--- src/rtl/ucsbece154a_multicycle_controller.sv ---
// ucsbece154a_multicycle_controller
//   Multicycle RV32I control unit: a state register plus ALU decoder that
//   drives the mux selects and write enables of a shared-memory datapath.
//   Supports a memory wait-state handshake, optional bne, a retired-
//   instruction counter and a sticky illegal-instruction flag.
// Ports
//   clk, reset            rising-edge clock, asynchronous active-high reset
//   op_i, funct3_i        opcode / funct3 fields from the instruction register
//   funct7b5_i            IR bit 30 (selects sub for R-type funct3=000)
//   zero_i                ALU zero flag, used for branch resolution
//   mem_ready_i           memory access completes this cycle
//   PCWrite_o .. RegWrite_o  datapath enables and selects
//   state_o               current state encoding (debug)
//   instret_o             retired-instruction count, wraps
//   illegal_o             sticky unsupported opcode/funct3 flag
module ucsbece154a_multicycle_controller #(
  parameter bit EN_BNE       = 1'b1,
  parameter bit EN_MEM_STALL = 1'b1,
  parameter int INSTR_CNT_W  = 32
) (
  input  logic                   clk,
  input  logic                   reset,
  input  logic [6:0]             op_i,
  input  logic [2:0]             funct3_i,
  input  logic                   funct7b5_i,
  input  logic                   zero_i,
  input  logic                   mem_ready_i,
  output logic                   PCWrite_o,
  output logic                   AdrSrc_o,
  output logic                   MemWrite_o,
  output logic                   IRWrite_o,
  output logic [1:0]             ResultSrc_o,
  output logic [1:0]             ALUSrcA_o,
  output logic [1:0]             ALUSrcB_o,
  output logic [2:0]             ALUControl_o,
  output logic [2:0]             ImmSrc_o,
  output logic                   RegWrite_o,
  output logic [3:0]             state_o,
  output logic [INSTR_CNT_W-1:0] instret_o,
  output logic                   illegal_o
);

  typedef enum logic [3:0] {
    S_FETCH = 4'd0, S_DECODE = 4'd1, S_MEMADR = 4'd2, S_MEMREAD = 4'd3,
    S_MEMWB = 4'd4, S_MEMWRITE = 4'd5, S_EXECR = 4'd6, S_EXECI = 4'd7,
    S_ALUWB = 4'd8, S_BRANCH = 4'd9, S_JAL = 4'd10, S_LUI = 4'd11
  } state_t;

  localparam logic [6:0] OP_LW  = 7'b0000011;
  localparam logic [6:0] OP_SW  = 7'b0100011;
  localparam logic [6:0] OP_R   = 7'b0110011;
  localparam logic [6:0] OP_I   = 7'b0010011;
  localparam logic [6:0] OP_BR  = 7'b1100011;
  localparam logic [6:0] OP_JAL = 7'b1101111;
  localparam logic [6:0] OP_LUI = 7'b0110111;

  state_t     state, next_state;
  logic       ready, is_bne, br_ok, alu_f3_ok;
  logic       pc_update, branch, ir_write, reg_write, mem_write;
  logic [1:0] alu_op;
  logic       set_illegal, retire;
  // Marks an instruction already flagged illegal in EXEC so its ALUWB exit
  // is not counted as retired.
  logic       instr_bad;

  assign ready     = EN_MEM_STALL ? mem_ready_i : 1'b1;
  assign is_bne    = (funct3_i == 3'b001);
  assign br_ok     = (funct3_i == 3'b000) || (is_bne && EN_BNE);
  assign alu_f3_ok = (funct3_i == 3'b000) || (funct3_i == 3'b010) ||
                     (funct3_i == 3'b110) || (funct3_i == 3'b111);

  // State-driven outputs and next-state logic.
  // NOTE: every signal written here gets a default first, otherwise an
  // unlisted state path would infer a latch.
  always_comb begin
    next_state  = S_FETCH;
    pc_update   = 1'b0;
    branch      = 1'b0;
    ir_write    = 1'b0;
    reg_write   = 1'b0;
    mem_write   = 1'b0;
    AdrSrc_o    = 1'b0;
    ResultSrc_o = 2'b00;
    ALUSrcA_o   = 2'b00;
    ALUSrcB_o   = 2'b00;
    alu_op      = 2'b00;
    set_illegal = 1'b0;
    retire      = 1'b0;
    unique case (state)
      S_FETCH: begin
        ir_write    = ready;
        pc_update   = ready;
        ALUSrcB_o   = 2'b10;
        ResultSrc_o = 2'b10;
        next_state  = ready ? S_DECODE : S_FETCH;
      end
      S_DECODE: begin
        ALUSrcA_o = 2'b01;
        ALUSrcB_o = 2'b01;
        case (op_i)
          OP_LW, OP_SW: next_state = S_MEMADR;
          OP_R:         next_state = S_EXECR;
          OP_I:         next_state = S_EXECI;
          OP_BR:        next_state = S_BRANCH;
          OP_JAL:       next_state = S_JAL;
          OP_LUI:       next_state = S_LUI;
          default:      set_illegal = 1'b1;
        endcase
      end
      S_MEMADR: begin
        ALUSrcA_o  = 2'b10;
        ALUSrcB_o  = 2'b01;
        next_state = (op_i == OP_LW) ? S_MEMREAD : S_MEMWRITE;
      end
      S_MEMREAD: begin
        AdrSrc_o   = 1'b1;
        next_state = ready ? S_MEMWB : S_MEMREAD;
      end
      S_MEMWB: begin
        ResultSrc_o = 2'b01;
        reg_write   = 1'b1;
        retire      = 1'b1;
      end
      S_MEMWRITE: begin
        AdrSrc_o   = 1'b1;
        mem_write  = 1'b1;
        retire     = ready;
        next_state = ready ? S_FETCH : S_MEMWRITE;
      end
      S_EXECR, S_EXECI: begin
        ALUSrcA_o   = 2'b10;
        ALUSrcB_o   = (state == S_EXECI) ? 2'b01 : 2'b00;
        alu_op      = 2'b10;
        set_illegal = !alu_f3_ok;
        next_state  = S_ALUWB;
      end
      S_ALUWB: begin
        reg_write = 1'b1;
        retire    = !instr_bad;
      end
      S_BRANCH: begin
        ALUSrcA_o   = 2'b10;
        alu_op      = 2'b01;
        branch      = br_ok;
        set_illegal = !br_ok;
        retire      = br_ok;
      end
      S_JAL: begin
        ALUSrcA_o  = 2'b01;
        ALUSrcB_o  = 2'b10;
        pc_update  = 1'b1;
        next_state = S_ALUWB;
      end
      S_LUI: begin
        ALUSrcA_o  = 2'b11;
        ALUSrcB_o  = 2'b01;
        next_state = S_ALUWB;
      end
      default: next_state = S_FETCH;
    endcase
  end

  // ALU decoder.
  always_comb begin
    ALUControl_o = 3'b000;
    case (alu_op)
      2'b01: ALUControl_o = 3'b001;
      2'b10: case (funct3_i)
               3'b000:  ALUControl_o = (funct7b5_i & op_i[5]) ? 3'b001 : 3'b000;
               3'b010:  ALUControl_o = 3'b101;
               3'b110:  ALUControl_o = 3'b011;
               3'b111:  ALUControl_o = 3'b010;
               default: ALUControl_o = 3'b000;
             endcase
      default: ALUControl_o = 3'b000;
    endcase
  end

  // Immediate format straight from the opcode.
  always_comb begin
    case (op_i)
      OP_LW, OP_I: ImmSrc_o = 3'b000;
      OP_SW:       ImmSrc_o = 3'b001;
      OP_BR:       ImmSrc_o = 3'b010;
      OP_JAL:      ImmSrc_o = 3'b011;
      OP_LUI:      ImmSrc_o = 3'b100;
      default:     ImmSrc_o = 3'bxxx;
    endcase
  end

  // Reset parks the FSM in FETCH, whose enables are active; mask every write
  // enable with reset so nothing can pulse while reset is held.
  assign PCWrite_o  = (pc_update | (branch & (zero_i ^ is_bne))) & ~reset;
  assign IRWrite_o  = ir_write  & ~reset;
  assign RegWrite_o = reg_write & ~reset;
  assign MemWrite_o = mem_write & ~reset;
  assign state_o    = state;

  // NOTE: sequential state uses non-blocking assignments so every register
  // samples pre-edge values regardless of statement order.
  always_ff @(posedge clk or posedge reset) begin
    if (reset) begin
      state     <= S_FETCH;
      instret_o <= '0;
      illegal_o <= 1'b0;
      instr_bad <= 1'b0;
    end else begin
      state <= next_state;
      if (retire)      instret_o <= instret_o + INSTR_CNT_W'(1);
      if (set_illegal) illegal_o <= 1'b1;
      if (state == S_FETCH) instr_bad <= 1'b0;
      else if (set_illegal) instr_bad <= 1'b1;
    end
  end

endmodule
--- config.mk ---
export PLATFORM = sky130hd
export DESIGN_NAME = ucsbece154a_multicycle_controller
export DESIGN_NICKNAME = d
export VERILOG_FILES = /design/src/rtl/ucsbece154a_multicycle_controller.sv
export SDC_FILE = /design/constraint.sdc
export NUM_CORES = 1
export LEC_CHECK = 0
export BUFFER_PORTS_ARGS = -buffer_cell sky130_fd_sc_hd__buf_2
export CAP_MARGIN = 5
export CORE_MARGIN = 5
export CORE_UTILIZATION = 37
export DETAILED_ROUTE_END_ITERATION = 10
export PLACE_DENSITY = 0.71
export RECOVER_POWER = 100
export SLEW_MARGIN = 20
export SYNTH_ARGS = -nofsm -noshare
export SYNTH_HDL_FRONTEND = slang
export SYNTH_SLANG_ARGS = --single-unit
--- constraint.sdc ---
create_clock -name clk -period 2.8 [get_ports clk]
set_input_delay 0.7 -clock clk [delete_from_list [all_inputs] [get_ports clk]]
set_output_delay 0.7 -clock clk [all_outputs]
set_load 0.02 [all_outputs]
# Yosys cells after proc, flatten, opt, wreduce, memory -nomap -nowiden
# Index checks and enable logic that the tools add are counted.
[word_totals] regBits=38 latchBits=0 mem_bits_rw=0 romBits=0 in_bits=15 output_inout_bits=54 mem_count=0
[op_classes] add_sub_neg=1 multipliers=0 n_div=0 order_cmp=0 eq_ne=24 shift=0 muxes=26 bitwise=9 n_reduce_logical=21
[ops] cell="case mux 4 bit (6 select lines)" n=2
[ops] cell="adder 32 x 1 -> 32 bit, second input constant" n=1
[ops] cell="equality test 7 x 6 -> 1 bit, second input constant" n=3
[ops] cell="equality test 4 x 3 -> 1 bit, second input constant" n=4
[ops] cell="equality test 4 bit, second input constant" n=4
[ops] cell="case mux 3 bit (5 select lines)" n=1
[ops] cell="equality test 7 bit, second input constant" n=2
[ops] cell="OR reduction 2 bit" n=7
[ops] cell="case mux 2 bit (3 select lines)" n=2
[ops] cell="case mux 3 bit (4 select lines)" n=1
[ops] cell="2-to-1 mux 1 bit" n=11
[ops] cell="2-to-1 mux 3 bit" n=3
[ops] cell="equality test 4 x 2 -> 1 bit, second input constant" n=2
[ops] cell="case mux 2 bit (2 select lines)" n=2
[ops] cell="OR reduction 4 bit" n=2
[ops] cell="equality test 7 x 2 -> 1 bit, second input constant" n=1
[ops] cell="equality test 7 x 5 -> 1 bit, second input constant" n=1
[ops] cell="OR reduction 7 bit" n=1
[ops] cell="bitwise AND 1 bit" n=6
[ops] cell="equality test 3 bit, second input constant" n=2
[ops] cell="case mux 3 bit (2 select lines)" n=1
[ops] cell="equality test 4 x 1 -> 1 bit, second input constant" n=1
[ops] cell="zero test 4 bit" n=1
[ops] cell="logical OR 1 bit" n=4
[ops] cell="other kinds (14)" n=16

# Depth between registers and ports, before layout
[depth] word_depth=8 ltp_mapped=9 ltp_nobuf=7

# Worst setup path before layout
# No wires, ideal clock.
[synth_timing] kind="flip-flop to output port" start="register state[1], in the netlist state_o[1]" end="output IRWrite_o" arrival_ns=1.951 required_time_ns=2.100 slack_ns=0.149 stages_incl_launch_ff=4 path_cell_list="dfrtp_1 > clkbuf_1 > nor4_1 > and3_1"
[synth_between] elab_chain_cells=3
[synth_rtl] element="start: declaration" line="57" source="state_t state, next_state;"
[synth_rtl] element="start signal: assignment" line="208" source="state <= next_state;"
[synth_rtl] element="zero test 4 bit" line="89" source="unique case (state)"
[synth_rtl] element="2-to-1 mux 1 bit" line="89"
[synth_rtl] element="bitwise AND 1 bit" line="194" source="assign IRWrite_o = ir_write & ~reset;"
[synth_rtl] element="end: declaration" line="31" source="output logic IRWrite_o,"
# No other way between the ends.

# Worst setup path in the final report
[layout_timing] start="register state[2], in the netlist state_o[2]" end="output IRWrite_o"
# The elaborated chain is that of the path after synthesis.

==> impl_metrics.ini <==
[outcome]
status = complete, no violations

[yosys]
synth-edff-count = 0
synth_cell_type_count = 51
ys_seq_elements = 38
netlist_area_um2 = 2340
muxShareOfSynthArea_pct = 1.76
synth_xor_xnor_area_share_pct = 12.7
synth_ff_type = dfrtp_1
ys_warn_count = 0
synthAdderAreaFrac_pct = 2.14
yosysSeqAreaShare_pct = 40.6
synth_top_family_by_area = simple AND/OR/NAND/NOR gates
synth-simple-area-share_pct = 27.7
synth-async-reset-ratio_pct = 100
syn_area_per_cell_um2 = 9.18
synth-compound-area-share_pct = 11.6
netlist_instances = 255
synth_fp_nets = 274

[cts]
clk_pin_slew_ns = 0.08
clock_sinks = 38
clockBufferDepth = 2
clk_latency_ns = 0.29
numCtsBuffers = 5
htreeDepth = 2
hold_buffers = 0
cts_tree = yes
root_buffer = clkbuf_8
postCtsSetupBuffers = 0
cts_resized = 0

[grt]
overflow = 0
gr-usage-met3_pct = 3.96
grt_pass1_vias = 2007
met1_usage_pct = 20.0
grt_max_degree = 35
met2_usage_pct = 24.5
grt_use_total_pct = 15.1
antenna_found_initial = 0
grt.busiest_layer = met2
grt_pass1_wl_mm = 9.46

[worst_setup_path]
arrival_ns = 1.98
crit_fanout = 11
critPathCaptureType = output port
worstSetupPathType = reg -> out
required_ns = 2.10
startpoint_type = flip-flop

[placement]
port_buffers = 68
gp_congestion = 0.849
hpwl_mm = 4.31

[finish]
final.fill_count = 658
finalNetCount = 345
antenna_cells = 0
area_growth_pct = 18.6
register_area_um2 = 952
final_util_pct = 44.5
multi_input_area_um2 = 1290
layout-drive-gt1-share_pct = 11.0

[die]
chipWidth_um = 89.5
die_y_um = 89.5
start_util_pct = 37.5
dieArea_um2 = 8010
io_pins = 69
core_area_um2 = 6240
rows = 29

[run]
cap_violations = 0

[min_path]
worstHoldPathType = in -> async

[sta]
tightest_slew_ns = 0.844
finalCriticalPeriod_ns = 2.68
period_share_pct = 95.7
finalHoldViolCount = 0
setup_violations = 0
fmax_ghz = 0.373
slew_headroom_pct = 43.8
rsz0062_at_grt = no
slew_violations = 0
skew_ns = 0.00646
setup_tns_ns = 0

[detailed_routing]
vias = 2088
drt_iter0_drc = 49
firstDrtPassIters = 4
drc = 0
routed_wl_mm = 5.79
antenna_left = 0
wl_per_cell_um = 14.3
viasPerCell = 5.17

[power_and_ir_drop]
p_leak_nw = 1.23
power_density_nw_per_um2 = 432
vdd.ir_drop.worst_mv = 0.295
[area by class of cell]
cell class,instances,area share (%)
well taps,77,3.47
multi-input cells,199,46.5
clock buffers,6,2.98
repair buffers,74,11.2
flip-flops and latches,38,34.3
clock inverters,2,0.451
inverters,8,1.08
[power breakdown]
part | internal, mW | switching [mW]
Clock | 0.198 | 0.196
Sequential | 0.570 | 0.0274
Combinational | 0.0678 | 0.138
Total | 0.836 | 0.362
[cells in the mapped netlist, drive strengths merged, types with 2 or more instances]
cell / instances / area [um^2]
buf: 4 / 27.5
or4: 2 / 18.8
and4: 2 / 17.5
nand4: 6 / 37.5
nor2: 23 / 86.3
a31oi: 4 / 25.0
nand3b: 3 / 22.5
nand2b: 4 / 25.0
nand3: 12 / 65.1
and3: 8 / 50.1
inv: 8 / 30.0
ha: 4 / 50.1
xor2: 16 / 140
clkbuf: 6 / 22.5
or3: 3 / 18.8
dfrtp: 38 / 951
and2: 2 / 12.5
nor3b: 3 / 22.5
o31ai: 2 / 15.0
nor3: 10 / 50.1
mux2i: 3 / 30.0
nand2: 29 / 109
xnor2: 18 / 158
o21ai: 7 / 35.0
nor4: 6 / 43.8
a32oi: 2 / 36.3
a21oi: 5 / 28.8
nor2b: 7 / 43.8
a211oi: 5 / 37.5
[path summary, 6_finish.rpt]
path                          startpoint             to  slack [ns]  cells past startpoint
setup / recovery              state_o[2]      IRWrite_o        0.12                      4
hold / removal                     reset     state_o[1]        0.33                      2
setup reg to reg              state_o[1]  instret_o[12]        0.22                      7
hold reg to reg            instret_o[31]  instret_o[31]        0.48                      1
max in group asynchronous          reset   instret_o[7]        1.39                      3
min in group clk           instret_o[31]  instret_o[31]        0.48                      1
[layout by cell type, fill, tap and decap left out, types with 5 or more instances in the layout]
master    count
a211oi_1      5
and3_1        8
buf_2        15
clkbuf_1     53
clkbuf_8      6
dfrtp_1      37
inv_1         8
nand2_1      29
nand3_1      11
nand4_1       6
nor2_1       23
nor2b_1       7
nor3_1       10
nor4_1        5
o21ai_0       6
xnor2_1      18
xor2_1       16
[worst max-delay path: stages (launching register included)]
cell and delay, ns:
dfrtp_1 0.49, clkbuf_1 0.27, nor4_1 0.54, and3_1 0.23
clkbuf_2 0.16
[through the flow]
step / instance area, um^2 / power [mW] / instances / hold slack [ns] / worst slack [ns]
floorplan: 2340 / 0.746 / 255 / 0.468 / 0.149
finish: 2780 / 1.20 / 404 / 0.325 / 0.120
detailed placement: 2770 / 0.828 / 396 / 0.469 / 0.417
global placement: 2770 / 0.823 / 396 / 0.462 / 0.468
CTS: 2870 / 1.22 / 404 / 0.334 / 0.0932
global route: 2780 / 1.25 / 404 / 0.336 / 0.0163
[routing by layer]
metal	wire length (um)	part of all wire, %	vias to the layer above
met3	463	8.0	5
met4	52	0.90	0
met2	2620	45	59
met1	2660	46	983
li1	-	-	1041
met5	0	0	-
[registers in the layout, summed over array words and instances (netlist names)]
signal and flops:
instret_o 32, state_o 4, illegal_o 1, instr_bad 1
[cell families (layout without fill, tap and decap cells)]
kind of cell,count (synthesis),count (layout)
compound gates,34,34
xor+xnor,34,34
fa+ha+maj,4,4
buf+inv,18,90
flops,38,38
mux,4,4
simple gates,123,123
Note: power is estimated with default switching activity, not from simulation.
